$ cat config.mk
export PLATFORM = sky130hd
export DESIGN_NAME = vga_timing
export DESIGN_NICKNAME = d
export VERILOG_FILES = /design/src/rtl/vga_timing.sv
export SDC_FILE = /design/constraint.sdc
export NUM_CORES = 1
export LEC_CHECK = 0
export ABC_AREA = 1
export BUFFER_PORTS_ARGS = -buffer_cell sky130_fd_sc_hd__buf_2
export CAP_MARGIN = 20
export CORE_ASPECT_RATIO = 1.75
export CORE_MARGIN = 1.5
export CORE_UTILIZATION = 40
export DETAILED_ROUTE_END_ITERATION = 6
export PLACE_DENSITY = 0.66
export REMOVE_ABC_BUFFERS = 1
export SLEW_MARGIN = 20
export SYNTH_ARGS = -nofsm -noshare
export SYNTH_HDL_FRONTEND = slang
export SYNTH_SLANG_ARGS = --single-unit
export TNS_END_PERCENT = 5
$ cat constraint.sdc
create_clock -name clk -period 1.5 [get_ports clk]
set_input_delay 0.225 -clock clk [delete_from_list [all_inputs] [get_ports clk]]
set_output_delay 0.225 -clock clk [all_outputs]
set_load 0.005 [all_outputs]
$ cat src/rtl/vga_timing.sv
// VGA raster timing generator: pixel divider, horizontal/vertical counters,
// registered sync/visible/vblank flags and line/frame strobes.
module vga_timing #(
  parameter int unsigned CLK_DIV   = 2,
  parameter int unsigned H_VISIBLE = 640,
  parameter int unsigned H_FRONT   = 16,
  parameter int unsigned H_SYNC    = 96,
  parameter int unsigned H_BACK    = 48,
  parameter int unsigned V_VISIBLE = 480,
  parameter int unsigned V_FRONT   = 10,
  parameter int unsigned V_SYNC    = 2,
  parameter int unsigned V_BACK    = 33,
  parameter bit          SYNC_POL  = 1'b0
) (
  input  logic        clk,
  input  logic        rst_n,
  input  logic        en,
  output logic [31:0] row,
  output logic [31:0] colu,
  output logic        col_en,
  output logic        hsync,
  output logic        vsync,
  output logic        pix_stb,
  output logic        line_end,
  output logic        frame_end,
  output logic        vblank
);

  localparam int unsigned H_TOTAL = H_VISIBLE + H_FRONT + H_SYNC + H_BACK;
  localparam int unsigned V_TOTAL = V_VISIBLE + V_FRONT + V_SYNC + V_BACK;
  localparam int unsigned DW = (CLK_DIV > 1) ? $clog2(CLK_DIV) : 1;
  localparam int unsigned HW = (H_TOTAL > 1) ? $clog2(H_TOTAL) : 1;
  localparam int unsigned VW = (V_TOTAL > 1) ? $clog2(V_TOTAL) : 1;

  localparam logic [DW-1:0] D_LAST = DW'(CLK_DIV - 1);
  localparam logic [HW-1:0] H_LAST = HW'(H_TOTAL - 1);
  localparam logic [VW-1:0] V_LAST = VW'(V_TOTAL - 1);

  // Sync windows as [start, end) in pixels / lines
  localparam int unsigned HS_START = H_VISIBLE + H_FRONT;
  localparam int unsigned HS_END   = HS_START + H_SYNC;
  localparam int unsigned VS_START = V_VISIBLE + V_FRONT;
  localparam int unsigned VS_END   = VS_START + V_SYNC;

  localparam bit COL_EN_RST = (H_VISIBLE != 0) && (V_VISIBLE != 0);

  logic [DW-1:0] d_q, d_d;
  logic [HW-1:0] row_q, row_d;
  logic [VW-1:0] colu_q, colu_d;
  logic          hsync_q, hsync_d;
  logic          vsync_q, vsync_d;
  logic          col_en_q, col_en_d;
  logic          vblank_q, vblank_d;
  logic [31:0]   row_x, colu_x;

  // Divider and raster counter advance; everything holds while en is low
  always_comb begin
    d_d    = d_q;
    row_d  = row_q;
    colu_d = colu_q;
    if (en) begin
      if (d_q == D_LAST) begin
        d_d = '0;
        if (row_q == H_LAST) begin
          row_d = '0;
          if (colu_q == V_LAST) begin
            colu_d = '0;
          end else begin
            colu_d = colu_q + VW'(1);
          end
        end else begin
          row_d = row_q + HW'(1);
        end
      end else begin
        d_d = d_q + DW'(1);
      end
    end
  end

  // Flags decoded from next counter values so they align with row/colu
  always_comb begin
    row_x    = 32'(row_d);
    colu_x   = 32'(colu_d);
    col_en_d = (row_x < H_VISIBLE) && (colu_x < V_VISIBLE);
    vblank_d = (colu_x >= V_VISIBLE);
    hsync_d  = ((row_x >= HS_START) && (row_x < HS_END)) ? SYNC_POL : ~SYNC_POL;
    vsync_d  = ((colu_x >= VS_START) && (colu_x < VS_END)) ? SYNC_POL : ~SYNC_POL;
  end

  // State and registered output flags
  always_ff @(posedge clk or negedge rst_n) begin
    if (!rst_n) begin
      d_q      <= '0;
      row_q    <= '0;
      colu_q   <= '0;
      hsync_q  <= ~SYNC_POL;
      vsync_q  <= ~SYNC_POL;
      col_en_q <= COL_EN_RST;
      vblank_q <= 1'b0;
    end else begin
      d_q      <= d_d;
      row_q    <= row_d;
      colu_q   <= colu_d;
      hsync_q  <= hsync_d;
      vsync_q  <= vsync_d;
      col_en_q <= col_en_d;
      vblank_q <= vblank_d;
    end
  end

  // Strobes: only en (and reset) reaches outputs combinationally
  always_comb begin
    pix_stb   = rst_n && en && (d_q == D_LAST);
    line_end  = pix_stb && (row_q == H_LAST);
    frame_end = line_end && (colu_q == V_LAST);
  end

  assign row    = 32'(row_q);
  assign colu   = 32'(colu_q);
  assign col_en = col_en_q;
  assign hsync  = hsync_q;
  assign vsync  = vsync_q;
  assign vblank = vblank_q;

endmodule

==> flow_summary.json <==
{
  "grt_pass1_wl_mm": 8.13,
  "rr_worst_depth": 12,
  "setup_viol": 13,
  "globalRouteOverflowTotal": 0,
  "r2r-end": "col_en",
  "critPathRequiredTime_ns": 1.72,
  "synth_most_common_cell": "nand2_1",
  "ys.flop_type": "dfrtp_1",
  "fillers": 456,
  "layout.nets": 375,
  "synth_edf_count": 0,
  "yosys-top-cells-area": "dfrtp_1 (29%), buf_4 (17%), nand2_1 (9.6%), inv_1 (8.6%), nand3_1 (5.2%)",
  "cts_tree": "done",
  "die_width_um": 55.3,
  "cp.arrival_ns": 2.07,
  "outcome": "finished, violations left",
  "ir_drop_mv": 0.542,
  "synthAdderAreaFrac_pct": 1.96,
  "critPathMaxStageDelay_ns": 0.42,
  "path_buf_inv": 3,
  "seqPwrFrac_pct": 37.4,
  "timing.fmax_mhz": 541,
  "multiInputGateArea_mm2": 0.00103,
  "drt-wirelength-per-cell_um": 11.8,
  "cp-start-kind": "flip-flop",
  "netlist_area_mm2": 0.00191,
  "synth-simple-area-share_pct": 33.9,
  "ys_seq_area_share_pct": 32.9,
  "clock_latency_ns": 0.28,
  "regArea_um2": 631,
  "ys_async_sr_fraction_pct": 100,
  "hold_depth": 4,
  "ys_types": 26,
  "critical_path_class": "reg2reg",
  "synth_common_cells": "nand2_1 (49), buf_4 (44), inv_1 (44)",
  "clockBufferDepth": 2,
  "cp_max_fo": 4,
  "p_leak_nw": 1.47,
  "root_buffer": "clkbuf_8",
  "whs_ns": 0.337,
  "critPathLaunch": "row_q[0]",
  "gr-usage-all-layers_pct": 19.7,
  "antennaDiodeCount": 0,
  "ys_ff_latch": 25,
  "hold_violations": 0,
  "syn_area_per_cell_um2": 7.22,
  "drtIter0Drc": 61,
  "rows": 33,
  "violations": "setup timing",
  "intPower_mw": 1.54,
  "clkSlewWorstSetupHoldPaths_ns": 0.10,
  "power_density_mw_per_mm2": 934,
  "yosys_warnings": 0,
  "start_util_pct": 41.4,
  "cts_max_level": 1,
  "antenna_found_initial": 0,
  "synthMuxAreaShare_pct": 0,
  "synth_top_family_by_area": "simple AND/OR/NAND/NOR gates",
  "gp_congestion": 0.885,
  "synth_compound_area_share_pct": 3.07,
  "syn-instance-count": 265,
  "die_h_um": 94.5,
  "place_hpwl_mm": 3.79,
  "rsz0062_at_grt": "yes",
  "crit_chain": "ha_4, buf_4, nand4_1, buf_4, nor2_4, buf_4, nand4_1, nand2_2, nor2_4, nand2_2, o21ai_2, nor2_2",
  "vias_per_cell": 4.61,
  "drc": 0,
  "pre_cts_ws_ns": -0.290,
  "p_comb_share_pct": 45.2,
  "synth_top_area_share_pct": 28.8,
  "hp-start": "en",
  "grt_start_max_net_pins": 26,
  "final_util_pct": 57.2,
  "drive_above_1_share_pct": 41.0,
  "rr_startpoint": "row_q[0]",
  "cts_buffers": 3,
  "post-route-period-util_pct": 123,
  "ant_nets": 0,
  "end_kind": "flip-flop",
  "critPathTopFamily": "simple AND/OR/NAND/NOR gates",
  "syn_to_final_growth_pct": 38.2,
  "synth-xor-area-share_pct": 0.915,
  "hold_path_class": "in2reg",
  "grt_pass1_vias": 1880,
  "slowest_stage": "dfrtp_1",
  "routed_wl_mm": 4.97,
  "die_area_mm2": 0.00523,
  "synth_top_cell_by_area": "dfrtp_1",
  "maxCapViolCount": 0,
  "p_sw_mw": 0.935,
  "r2r_slack_ns": -0.35,
  "vias": 1938,
  "worst_path_most_repeated_cell": "buf_4",
  "cts_num_sinks": 25,
  "path_depth": 12,
  "drv_slew": 0,
  "layout_min_cycle_time_ns": 1.85,
  "p_clk_share_pct": 17.4,
  "holdPathEnd": "d_q",
  "drt_pass1_iterations": 4,
  "ios": 74,
  "finalWorstSetupSlack_ns": -0.350,
  "core_area_mm2": 0.00462,
  "io_buffers": 29,
  "swShare_pct": 37.9,
  "fin_worst_skew_ns": 0.00779
}
## registers in the layout, summed over array words and instances (netlist names)
register,cells
vsync,1
vblank,1
row_q,10
hsync,1
col_en,1
d_q,1
colu_q,10
## layer usage
metal / track usage, % / share of wire (%) / vias to the layer above
li1: - / - / 939
met1: 19.5 / 34 / 897
met2: 39.5 / 58 / 83
met3: 1.37 / 3.7 / 19
met4: 10.6 / 4.0 / 0
met5: 0 / 0 / -
## cells by family after synthesis
kind of cell,count (synthesis)
AO/OA/AOI/OAI,11
buffers and inverters,92
AND/OR/NAND/NOR,131
flip-flops,25
XOR/XNOR,2
adder cells (fa/ha/maj),3
other,1
## final cells by class
type	instances	area share, %
Timing Repair Buffer	101	26.3
Clock buffer	3	1.56
Tap cell	52	2.46
Sequential cell	25	23.8
Inverter	46	6.53
Clock inverter	1	0.284
Multi-Input combinational cell	192	39.0
## layout by cell type (no fill, tap or decap), types with 2 or more instances in the layout
| cell type | instances |
|---|---|
| buf_4 | 69 |
| nand2_1 | 44 |
| conb_1 | 44 |
| inv_1 | 42 |
| buf_2 | 29 |
| dfrtp_1 | 21 |
| nand3_1 | 17 |
| nor2_1 | 16 |
| nand4_1 | 12 |
| nor2_4 | 9 |
| nor2_2 | 8 |
| nand2_2 | 8 |
| nor3_1 | 6 |
| inv_2 | 4 |
| nand3_2 | 4 |
| a21oi_1 | 4 |
| o21ai_0 | 3 |
| clkbuf_8 | 3 |
| dfstp_2 | 3 |
| nand2_4 | 2 |
| o21ai_2 | 2 |
| o21ai_1 | 2 |
| or2_2 | 2 |
| xor2_1 | 2 |
| nor3_2 | 2 |
| ha_1 | 2 |
| buf_6 | 2 |
## power groups by stage
stage                     sequential (mW)  combinational, mW  clock, mW
after floorplan                     0.963              0.414          0
after global placement              0.909               1.02          0
after detailed placement            0.917               1.04          0
after CTS                           0.923               1.10      0.435
after global routing                0.944               1.26      0.467
final                               0.924               1.12      0.429
## worst reg2reg max path, delay by kind of cell (launching register included)
kind / cells / cell delay (ns)
compound gates: 1 / 0.18
buf+inv: 3 / 0.42
fa+ha+maj: 1 / 0.19
flops: 1 / 0.42
simple gates: 7 / 0.60
## worst max path at each step
stage | to
finish | col_en
global route | col_en
CTS | frame_end
detailed placement | hsync
global placement | col_en
floorplan | col_en
## timing repair
action,CTS,global route
setup endpoints to repair,19,20
gates resized for setup,12,21
endpoints found under the hold margin,22,0
setup buffers,10,5
pin swaps,7,16
hold buffers,1,0
gates cloned,0,1
## per-stage QoR
step	total power, mW	cell area (µm²)	instances	TNS [ns]
after floorplan	1.38	1730	262	-0.707
after global placement	1.93	2360	399	-2.20
after detailed placement	1.96	2360	399	-2.48
after CTS	2.46	2540	414	-2.50
after global routing	2.67	2650	420	-4.39
final	2.47	2650	420	-2.59
Power figures use the tool's default switching activity.
